--- src/rtl/interpolate_upsample.sv ---
`default_nettype none
// ============================================================================
//  Module      : interpolate_upsample
//  Description : Upsamples a decimated signed sample stream to full clock rate.
//                Each new sample starts an interpolation span of
//                N = 2^LOG2_DECIMATION_FACTOR cycles. The span is either a
//                linear ramp from the current output level to the new sample
//                (linear_i = 1) or a zero-order hold (linear_i = 0). The
//                accumulator is scaled, floor-shifted and saturated into
//                data_o.
//  Ports       : clk_i         - clock, rising edge
//                rst_i         - asynchronous active-high reset
//                data_valid_i  - one-cycle strobe qualifying data_i
//                data_i        - signed decimated input sample
//                linear_i      - 1 = linear interpolation, 0 = zero-order hold
//                clear_flags_i - synchronous clear of the sticky flags
//                data_o        - registered signed full-rate output
//                underrun_o    - sticky: span ended with no new sample
//                overrun_o     - sticky: new sample arrived mid-span
//  Revision    : 1.0 - initial release
// ============================================================================
module interpolate_upsample #(
   parameter int INPUT_WIDTH            = 18,
   parameter int OUTPUT_WIDTH           = 14,
   parameter int LOG2_DECIMATION_FACTOR = 5,
   parameter int SHIFT                  = 4
) (
   input  logic                           clk_i,
   input  logic                           rst_i,
   input  logic                           data_valid_i,
   input  logic signed [INPUT_WIDTH-1:0]  data_i,
   input  logic                           linear_i,
   input  logic                           clear_flags_i,
   output logic signed [OUTPUT_WIDTH-1:0] data_o,
   output logic                           underrun_o,
   output logic                           overrun_o
);

   localparam int L  = LOG2_DECIMATION_FACTOR;
   localparam int AW = INPUT_WIDTH + L;   // accumulator width
   localparam int DW = INPUT_WIDTH + 1;   // per-cycle delta width
   localparam int PW = L + 1;             // phase counter width (counts 0..N)

   localparam logic [PW-1:0] C_SPAN = {1'b1, {L{1'b0}}};

   // Saturation bounds expressed at accumulator width so comparisons stay signed.
   localparam logic signed [AW-1:0] C_SAT_MAX =
      {{(AW-OUTPUT_WIDTH+1){1'b0}}, {(OUTPUT_WIDTH-1){1'b1}}};
   localparam logic signed [AW-1:0] C_SAT_MIN =
      {{(AW-OUTPUT_WIDTH+1){1'b1}}, {(OUTPUT_WIDTH-1){1'b0}}};

   typedef enum logic [1:0] {
      IDLE  = 2'd0,
      PRIME = 2'd1,
      RUN   = 2'd2,
      HOLD  = 2'd3
   } state_t;

   state_t                          state_q,    state_d;
   logic signed [AW-1:0]            acc_q,      acc_d;
   logic signed [DW-1:0]            delta_q,    delta_d;
   logic        [PW-1:0]            phase_q,    phase_d;
   logic signed [OUTPUT_WIDTH-1:0]  data_q,     data_d;
   logic                            underrun_q, underrun_d;
   logic                            overrun_q,  overrun_d;

   logic signed [AW-1:0]            w_sample_acc;
   logic signed [INPUT_WIDTH-1:0]   w_acc_int;
   logic signed [DW-1:0]            w_new_delta;
   logic signed [AW-1:0]            w_shifted;
   logic                            w_span_done;
   logic                            w_load;
   logic                            w_set_underrun;
   logic                            w_set_overrun;

   // New sample scaled to accumulator units.
   assign w_sample_acc = {data_i, {L{1'b0}}};
   // Integer part of the accumulator (acc >>> L); the ramp starts from here,
   // so a mid-span reload continues from the current output level.
   assign w_acc_int    = acc_q[AW-1:L];
   assign w_new_delta  = {data_i[INPUT_WIDTH-1], data_i}
                       - {w_acc_int[INPUT_WIDTH-1], w_acc_int};
   assign w_span_done  = (phase_q == C_SPAN);
   assign w_shifted    = acc_q >>> (L + SHIFT);

   always_comb begin
      state_d        = state_q;
      acc_d          = acc_q;
      delta_d        = delta_q;
      phase_d        = phase_q;
      w_load         = 1'b0;
      w_set_underrun = 1'b0;
      w_set_overrun  = 1'b0;

      case (state_q)
         IDLE: begin
            acc_d = '0;
            if (data_valid_i) begin
               acc_d   = w_sample_acc;
               delta_d = '0;
               phase_d = '0;
               state_d = PRIME;
            end
         end
         PRIME: begin
            if (data_valid_i) begin
               w_load  = 1'b1;
               state_d = RUN;
            end
         end
         RUN: begin
            // A fresh sample always wins over accumulation.
            if (data_valid_i) begin
               w_load        = 1'b1;
               w_set_overrun = ~w_span_done;
            end else if (!w_span_done) begin
               acc_d   = acc_q + AW'(delta_q);
               phase_d = phase_q + PW'(1);
            end else begin
               w_set_underrun = 1'b1;
               state_d        = HOLD;
            end
         end
         HOLD: begin
            if (data_valid_i) begin
               w_load  = 1'b1;
               state_d = RUN;
            end
         end
         default: state_d = IDLE;
      endcase

      // linear_i only matters here, so mid-span changes wait for the next load.
      if (w_load) begin
         phase_d = '0;
         if (linear_i) begin
            delta_d = w_new_delta;
         end else begin
            acc_d   = w_sample_acc;
            delta_d = '0;
         end
      end
   end

   // Output stage: floor shift then clamp to the signed output range.
   always_comb begin
      data_d = w_shifted[OUTPUT_WIDTH-1:0];
      if (w_shifted > C_SAT_MAX) begin
         data_d = C_SAT_MAX[OUTPUT_WIDTH-1:0];
      end else if (w_shifted < C_SAT_MIN) begin
         data_d = C_SAT_MIN[OUTPUT_WIDTH-1:0];
      end
   end

   // Sticky flags: a set event in the same cycle overrides the clear.
   always_comb begin
      underrun_d = (underrun_q & ~clear_flags_i) | w_set_underrun;
      overrun_d  = (overrun_q  & ~clear_flags_i) | w_set_overrun;
   end

   always_ff @(posedge clk_i or posedge rst_i) begin
      if (rst_i) begin
         state_q    <= IDLE;
         acc_q      <= '0;
         delta_q    <= '0;
         phase_q    <= '0;
         data_q     <= '0;
         underrun_q <= 1'b0;
         overrun_q  <= 1'b0;
      end else begin
         state_q    <= state_d;
         acc_q      <= acc_d;
         delta_q    <= delta_d;
         phase_q    <= phase_d;
         data_q     <= data_d;
         underrun_q <= underrun_d;
         overrun_q  <= overrun_d;
      end
   end

   assign data_o     = data_q;
   assign underrun_o = underrun_q;
   assign overrun_o  = overrun_q;

endmodule
`default_nettype wire

--- config.mk ---
export PLATFORM = sky130hd
export DESIGN_NAME = interpolate_upsample
export DESIGN_NICKNAME = d
export VERILOG_FILES = /design/src/rtl/interpolate_upsample.sv
export SDC_FILE = /design/constraint.sdc
export NUM_CORES = 1
export LEC_CHECK = 0
export ABC_AREA = 1
export CELL_PAD_IN_SITES_DETAIL_PLACEMENT = 1
export CELL_PAD_IN_SITES_GLOBAL_PLACEMENT = 1
export CORE_UTILIZATION = 48
export CTS_BUF_LIST = sky130_fd_sc_hd__clkbuf_4 sky130_fd_sc_hd__clkbuf_8
export CTS_CLUSTER_SIZE = 25
export DETAILED_ROUTE_END_ITERATION = 12
export GPL_TIMING_DRIVEN = 0
export PLACE_DENSITY_LB_ADDON = 0.1
export REMOVE_ABC_BUFFERS = 1
export SETUP_SLACK_MARGIN = 0.3
export SLEW_MARGIN = 5
export SYNTH_ARGS = -nofsm -noshare
export SYNTH_HDL_FRONTEND = slang
export SYNTH_SLANG_ARGS = --single-unit
--- constraint.sdc ---
create_clock -name clk_i -period 3.81 [get_ports clk_i]
set_input_delay 0.762 -clock clk_i [delete_from_list [all_inputs] [get_ports clk_i]]
set_output_delay 0.762 -clock clk_i [all_outputs]
set_load 0.1 [all_outputs]
Yosys cells after proc, flatten, opt, wreduce, memory -nomap -nowiden
Cells that the tools add are included.
{"block": "op_classes", "mux": 29, "n_addsub": 3, "eq_ne": 11, "n_reduce_logical": 9, "bitwise": 6, "magnitude_cmp": 2}
{"operator": "$mux 23", "count": 5}
{"operator": "$mux 19", "count": 4}
{"operator": "$pmux 23 s2", "count": 1}
{"operator": "$mux 14", "count": 2}
{"operator": "$mux 6", "count": 4}
{"operator": "$add 23x19->23", "count": 1}
{"operator": "$sub 18x18->19", "count": 1}
{"operator": "$gt 14x14->1 const B", "count": 1}
{"operator": "$lt 14x14->1 const B", "count": 1}
{"operator": "$pmux 6 s2", "count": 1}
{"operator": "$ne 3x3->1 const B", "count": 3}
{"operator": "$mux 2", "count": 4}
{"operator": "$reduce_and 4->1", "count": 2}
{"operator": "$mux 1", "count": 7}
{"operator": "$add 6x1->6 const B", "count": 1}
{"operator": "$eq 6x6->1 const B", "count": 1}
{"operator": "$ne 2x2->1 const B", "count": 3}
{"operator": "$pmux 2 s3", "count": 1}
{"operator": "$eq 2x2->1 const B", "count": 2}
{"operator": "$reduce_bool 2->1", "count": 2}
{"operator": "$reduce_bool 3->1", "count": 1}
{"operator": "$reduce_or 3->1", "count": 1}
{"operator": "$and 1x1->1", "count": 2}
{"operator": "$eq 2x1->1 const B", "count": 1}
{"operator": "6 further kinds", "count": 8}
{"block": "totals", "wordCells": 67, "output_inout_bits": 16, "in_bits": 23, "regBits": 66}

Logic depth before layout (Yosys ltp)
Gate-level depths: netlist of run 1.
{"block": "logic_depth", "depth_word": 6, "mapped_depth": 15, "mapped_depth_nobuf": 15}

Worst setup path after synthesis of run 1
Ideal clock, no wire load.
{"block": "synth_path", "path_kind": "input to register", "from": "input port data_i[0]", "to": "register delta_q[16]", "setup_time_ns": 0.083, "arrival_ns": 2.212, "path_slack_ns": 1.515, "path_stages": 13, "path_buffers": 0, "t_required_ns": 3.727, "path_cell_list": "inv_1 -> ha_1 -> inv_1 -> fa_1 -> nand3_1 -> nand2_1 -> nand3_1 -> nand3_1 -> nand2_1 -> inv_1 -> o21ai_0 -> nand2_1 -> o21ai_0"}
{"block": "synth_between", "elab_chain_len": 3}
{"element": "from (decl)", "line": "31", "rtl": "input logic signed [INPUT_WIDTH-1:0] data_i,"}
{"element": "$sub 18x18->19", "line": "82", "rtl": "- {w_acc_int[INPUT_WIDTH-1], w_acc_int};"}
{"element": "$mux 19", "line": "136", "rtl": "if (linear_i) begin"}
{"element": "$mux 19", "line": "134", "rtl": "if (w_load) begin"}
{"element": "to (signal assigned)", "line": "173", "rtl": "delta_q <= delta_d;"}
{"element": "to (decl)", "line": "61", "rtl": "logic signed [DW-1:0] delta_q, delta_d;"}
Every way passes these cells.
A chain may end at the register's enable or synchronous reset.

Worst setup path in the final report of run 1
{"block": "layout_path", "from": "input port data_valid_i", "to": "register acc_q[21]"}
{"block": "layout_between", "elab_chain_len": 4, "word_cells_on_any_way": 7, "cone_classes": "7 x mux"}
{"element": "from (decl)", "line": "30", "rtl": "input logic data_valid_i,"}
{"element": "$mux 23 (on tied branches)", "line": "113, 98"}
{"element": "$pmux 23 s2", "line": "95", "rtl": "case (state_q)"}
{"element": "$mux 23", "line": "136"}
{"element": "$mux 23 *", "line": "134"}
{"element": "net acc_d[21]", "line": "60", "rtl": "logic signed [AW-1:0] acc_q, acc_d;"}
{"element": "to (signal assigned)", "line": "164", "rtl": "acc_q <= '0;"}
{"element": "to (signal assigned)", "line": "172", "rtl": "acc_q <= acc_d;"}
{"element": "to (decl)", "line": "60"}
Mark *: on every way through the listed nets, which the timed path passes. The rest lies on a longest branch.

==> results of run 1 <==
[stage by stage]
stage,cells,power (W),TNS [ps]
floorplan,746,0.00400,0
global placement,920,0.00488,-7080
detailed placement,921,0.00509,0
CTS,937,0.00585,0
global route,937,0.00635,0
finish,937,0.00590,0
[cells by family (layout without fill, tap and decap cells)]
family	count (synthesis)	after routing	synth area share [%]
AND/OR/NAND/NOR	358	358	28.1
flip-flops	66	66	31.6
buffers and inverters	126	154	9.21
AO/OA/AOI/OAI	165	165	17.9
XOR/XNOR	14	14	2.35
adder cells (fa/ha/maj)	44	44	10.8
[final cells by class]
cell class / instances / share of cell area [%]
flip-flops and latches: 66 / 27.9
multi-input cells: 581 / 52.3
repair buffers: 39 / 6.68
clock buffers: 10 / 2.33
clock inverters: 6 / 1.52
well taps: 136 / 2.88
inverters: 99 / 6.32
[where the power goes]
group / leakage, nW / switching (W) / total (W) / internal, W
Clock: 0.112 / 0.000319 / 0.000706 / 0.000388
Sequential: 0.791 / 0.000287 / 0.00127 / 0.000984
Combinational: 2.10 / 0.00271 / 0.00393 / 0.00121
[cell usage in the layout (no fill, tap or decap), types with 6 or more instances in the layout]
master             n
nor3_1             9
xnor2_1            6
clkdlybuf4s50_1   38
ha_1              42
a21oi_1           63
clkbuf_8          10
dfrtp_1           66
nand2_1          214
inv_1             93
xor2_1             8
nand3_1           38
nor2_1            75
o21ai_0           66
a221oi_1          15
nand4_1           12
[synth_stat cells]
master,count
nand2_1,214
inv_1,94
nor2_1,76
dfrtp_1,66
o21ai_0,66
a21oi_1,63
ha_1,42
nand3_1,38
clkbuf_1,20
a221oi_1,15
nand4_1,12
nor3_1,9
xor2_1,8
buf_2,7
xnor2_1,6
a21o_1,4
inv_2,4
o21bai_1,4
nor2_4,3
a22oi_1,2
a31oi_1,2
fa_1,2
or2_2,2
a21boi_0,1
a22o_1,1
a2bb2oi_1,1
a32o_1,1
and2_1,1
clkinv_1,1
nor2_2,1
nor4_1,1
o211ai_1,1
o21a_1,1
o21ai_1,1
o31ai_1,1
o32ai_1,1
or2_0,1
[how the worst max path moves through the flow]
stage / startpoint / endpoint / slack [ps]
2_1_floorplan: data_valid_i / acc_q[3] / 1380
3_3_place_gp: data_valid_i / acc_q[3] / -530
3_5_place_dp: data_valid_i / acc_q[21] / 440
4_1_cts: data_valid_i / acc_q[21] / 770
5_1_grt: data_valid_i / acc_q[21] / 560
6_report: data_valid_i / acc_q[21] / 710
[registers in the layout, summed over array words and instances, names as in the netlist]
signal / count
overrun_o: 1
state_q: 2
underrun_o: 1
delta_q: 19
phase_q: 6
acc_q: 23
data_o: 14
[layer usage]
metal,vias to the layer above,track usage (%),wire [um]
li1,2592,-,-
met1,2685,44.1,8190
met2,140,57.6,8760
met3,31,5.58,914
met4,0,11.9,380
met5,-,0,0
[worst max-delay path: cells and delay by family]
family	cells	cell delay, ps
and+or+nand+nor	4	890
AOI/OAI and AO/OA	1	190
buffers and inverters	6	1530
==> run_results.csv, run 1 <==
group,metric,value,unit
clock_network,cts_setup_buffers,0,
route,drc,0,
clock_network,clk_pin_slew_worst_paths,80,ps
hold_path,min_path_cells,0,
sta,period_minus_slack,3100,ps
die,die_area,11300,sq um
critical_path,reg2reg_slack,950,ps
status,status,"completed",
clock_network,cts_sinks,66,
power,p_leak,3.01,nW
hold_path,hold_path_class,"register to register",
yosys,synth_seq_area_share,31.6,%
die,initial_utilization,50.0,%
critical_path,slowest_stage,"clkdlybuf4s50_1",
layout,fin_nets,863,
route,drtPass1Iterations,5,
clock_network,htree_levels,3,
critical_path,reg2reg_to,"acc_q[21]",
die,ios,39,
clock_network,cts_resized,0,
critical_path,worstPathMaxFanout,25,
yosys,synth.avg_cell_area,6.76,sq um
sta,slew_headroom,33.8,%
sta,finalMaxSlewViolations,0,
yosys,synth_area_leader_cell,"dfrtp_1",
route,drt_iter0_drc,502,
yosys,ys_warn_count,0,
critical_path,cp.required,4100,ps
clock_network,cts_tree,"yes",
sta,final_hold_viol_count,0,
yosys,ys_ff_latch,66,
layout,multi_input_area,3100,sq um
critical_path,criticalPathCategory,"primary input to register",
layout,drive_gt1_share,3.62,%
clock_network,cts_hold_buf,0,
clock_network,root_buffer,"clkbuf_8",
sta,tightestPinTransition,989,ps
critical_path,cp-end-kind,"register",
sta,hold-worst-slack,421,ps
grt,grt_pass1_wl,29600,um
critical_path,crit_chain,"clkdlybuf4s50_1 > inv_2 > nor2_1 > inv_2 > nor2_4 > inv_2 > o21ai_0 > inv_1 > nand3_1 > nand2_1 > inv_1",
critical_path,r2r_cells,10,
power,ir_drop,545,uV
place,gp_congestion,0.958,
clock_network,numCtsBuffers,9,
critical_path,r2r_start,"state_q[0]",
clock_network,clk_latency,360,ps
layout,area_growth,13.2,%
run,drv_cap,0,
layout,finish.utilization,56.5,%
route,wl_per_cell,19.5,um
layout,stdcell_area,5920,sq um
clock_network,clock_path_buffers,2,
grt,grt_use_total,34.2,%
route,via_per_inst,5.81,
grt,antenna_found_initial,0,
place,dp_hpwl,14100,um
sta,rsz0062_at_grt,"false",
yosys,synth_area_leaders,"dfrtp_1 32%, nand2_1 15%, ha_1 10%",
grt,grt_start_max_net_pins,67,
layout,seqCellArea,1650,sq um
hold_path,hold_end,"data_o[12]",
yosys,yosys.area.top_type_share,31.6,%
grt,grt_pass1_vias,5893,
die,die_x,106,um
sta,fin_ws,706,ps
sta,setup_violations,0,
die,core,10500,sq um
sta,max_freq,322,MHz
grt,grt_remaining_overflow,0,
place,placed_area,5690,sq um
hold_path,min_from,"acc_q[21]",
power,p_per_area,998,nW/um^2
place,io_buffers,38,
route,vias,5448,
critical_path,startpoint_type,"primary input",
yosys,syn_area,5230,sq um
yosys,synth_cell_types,37,
sta,fin_skew,12.4,ps
layout,antenna_cells,0,
sta,fin_crit_sh,81.5,%
die,die_h,106,um
layout,fillCellCount,1416,
critical_path,critical_path_arrival,3400,ps
yosys,synthCells,773,
route,ant_nets,0,
die,rows,37,
place,dp_slack,444,ps
route,totalWireLength,18300,um
critical_path,crit_path_frequent_cell,"inv_2",
critical_path,critPathMaxStageDelay,650,ps
(Power assumes the default switching activity.)
==> inputs of run 2 (changes only) <==
--- a/config.mk
+++ b/config.mk
@@ -8,7 +8,7 @@
 export ABC_AREA = 1
 export CELL_PAD_IN_SITES_DETAIL_PLACEMENT = 1
 export CELL_PAD_IN_SITES_GLOBAL_PLACEMENT = 1
-export CORE_UTILIZATION = 48
+export CORE_UTILIZATION = 44
 export CTS_BUF_LIST = sky130_fd_sc_hd__clkbuf_4 sky130_fd_sc_hd__clkbuf_8
 export CTS_CLUSTER_SIZE = 25
 export DETAILED_ROUTE_END_ITERATION = 12
==> constraint.sdc (replaced) <==
create_clock -name clk_i -period 3 [get_ports clk_i]
set_input_delay 0.6 -clock clk_i [delete_from_list [all_inputs] [get_ports clk_i]]
set_output_delay 0.6 -clock clk_i [all_outputs]
set_load 0.1 [all_outputs]
==> run 2 against run 1 <==
Compared with the run above:
- the run now ends with design-rule violations left
- combinational power increased by 26%
- clock power increased by 23%
- design area increased by 0.74%
- sequential share of layout area decreased by 0.18 points
- setup slack got worse by 330 ps
- count of clock-buffer cells in the layout decreased by 1
- highest routed layer unchanged
==> run_results.csv, run 2 (synthesis results as in run 1) <==
group,metric,value,unit
clock_network,htree_levels,3,
place,io_buffers,38,
critical_path,startpoint_type,"primary input",
grt,grt_start_max_net_pins,54,
sta,rsz0062_at_grt,"true",
place,dp_slack,-240,ps
sta,setup_violations,0,
grt,grt_remaining_overflow,0,
layout,drive_gt1_share,4.23,%
grt,grt.busiest_layer,"met2",
critical_path,cp-end-kind,"register",
hold_path,min_from,"acc_q[21]",
power,p_leak,3.02,nW
hold_path,hold_end,"data_o[12]",
critical_path,criticalPathCategory,"primary input to register",
clock_network,numCtsBuffers,9,
layout,fin_nets,865,
layout,antenna_cells,0,
grt,grt_pass1_vias,5787,
critical_path,critical_path_arrival,2920,ps
grt,grt_pass1_wl,29600,um
sta,tightestPinTransition,968,ps
run,drv_cap,0,
grt,use_met2,51.5,%
power,power,0.00743,W
clock_network,clk_latency,380,ps
clock_network,root_buffer,"clkbuf_8",
route,drc,7,
die,rows,39,
sta,max_freq,381,MHz
route,wl_per_cell,19.1,um
die,die_h,111,um
route,drtPass1Iterations,9,
route,via_per_inst,5.78,
grt,grt_use_total,31.2,%
die,core,11500,sq um
clock_network,clock_path_buffers,2,
sta,finalMaxSlewViolations,0,
status,violations,"design-rule violations",
layout,largest_register_ffs,23,
power,p_per_area,1250,nW/um^2
route,drt_iter0_drc,336,
clock_network,cts_sinks,66,
route,ant_nets,0,
grt,use_met3,5.63,%
hold_path,hold_path_class,"register to register",
route,vias,5472,
layout,layout_common_cells,"213 x nand2_1, 93 x inv_1, 75 x nor2_1",
place,dp_hpwl,14100,um
layout,area_growth,14.0,%
die,die_area,12300,sq um
hold_path,min_path_cells,0,
clock_network,cts_tree,"yes",
place,gp_congestion,0.898,
die,die_x,111,um
clock_network,clk_pin_slew_worst_paths,80,ps
critical_path,r2r_start,"acc_q[0]",
layout,layout_commonest_cell,"nand2_1",
clock_network,cts_setup_buffers,0,
sta,fin_ws,376,ps
critical_path,reg2reg_to,"acc_q[18]",
layout,largest-register,"acc_q",
critical_path,reg2reg_slack,560,ps
sta,period_minus_slack,2620,ps
critical_path,cp.required,3290,ps
grt,antenna_found_initial,0,
grt,met1_usage,41.0,%
clock_network,cts_hold_buf,0,
die,initial_utilization,45.4,%
sta,final_hold_viol_count,0,
critical_path,worstPathMaxFanout,5,
power,ir_drop,467,uV
sta,fin_crit_sh,87.5,%
critical_path,r2r_cells,13,
route,totalWireLength,18100,um
die,ios,39,
sta,fin_skew,9.91,ps
sta,slew_headroom,35.2,%
status,status,"complete, but fails checks",
[run 2: timing repair]
| action | in CTS | in global routing |
|---|---|---|
| pin swaps | 1 | 0 |
| gates resized for setup | 0 | 6 |
| cloned | 1 | 0 |
| endpoints found under the setup margin | 9 | 18 |
[run 2: report_power, final]
| group | total (W) | leakage (nW) | internal (W) | switching, W |
|---|---|---|---|---|
| Sequential | 0.00161 | 0.789 | 0.00125 | 0.000363 |
| Clock | 0.000870 | 0.105 | 0.000466 | 0.000404 |
| Combinational | 0.00495 | 2.13 | 0.00154 | 0.00341 |
[run 2: layer usage]
| layer | wire, um | part of all wire [%] |
|---|---|---|
| met5 | 0 | 0 |
| met1 | 8250 | 46 |
| met2 | 8600 | 48 |
| met4 | 397 | 2.2 |
| met3 | 809 | 4.5 |
[run 2: through the flow]
step / cell area [sq um] / util (%) / hold WS, ps / instances / setup TNS (ps)
2_1_floorplan: 5120 / - / 380 / 746 / 0
3_3_place_gp: 5680 / 49.3 / 428 / 927 / -59490
3_5_place_dp: 5720 / 49.7 / 426 / 929 / -1740
4_1_cts: 5950 / 51.7 / 452 / 946 / 0
5_1_grt: 5960 / 51.7 / 464 / 946 / 0
6_report: 5960 / 51.7 / 455 / 946 / 0
[run 2: area by class of cell]
type / instances / area [sq um]
fillers: 1492 / 5560
multi-input cells: 582 / 3110
flip-flops and latches: 66 / 1650
repair buffers: 40 / 425
inverters: 99 / 377
well taps: 143 / 179
clock buffers: 9 / 124
clock inverters: 7 / 93.8
[run 2: how the worst max path moves through the flow]
stage / start / endpoint / slack, ps / depth (start not counted)
CTS: data_i[0] / delta_q[16] / 310 / 14
global placement: data_valid_i / acc_q[3] / -1230 / 5
global route: data_i[0] / delta_q[16] / 240 / 14
floorplan: phase_q[0] / acc_q[3] / 600 / 8
finish: data_i[0] / delta_q[16] / 380 / 14
detailed placement: data_valid_i / acc_q[21] / -240 / 9
[run 2: worst max-delay path, cell delays in order]
cell	delay, ps
clkdlybuf4s50_1	440
inv_1	100
ha_1	260
inv_1	120
fa_2	420
nand3_1	120
nand2_1	90
nand3_1	110
nand3_1	160
nand2_1	110
inv_1	50
o21ai_0	140
nand2_1	60
o21ai_0	140
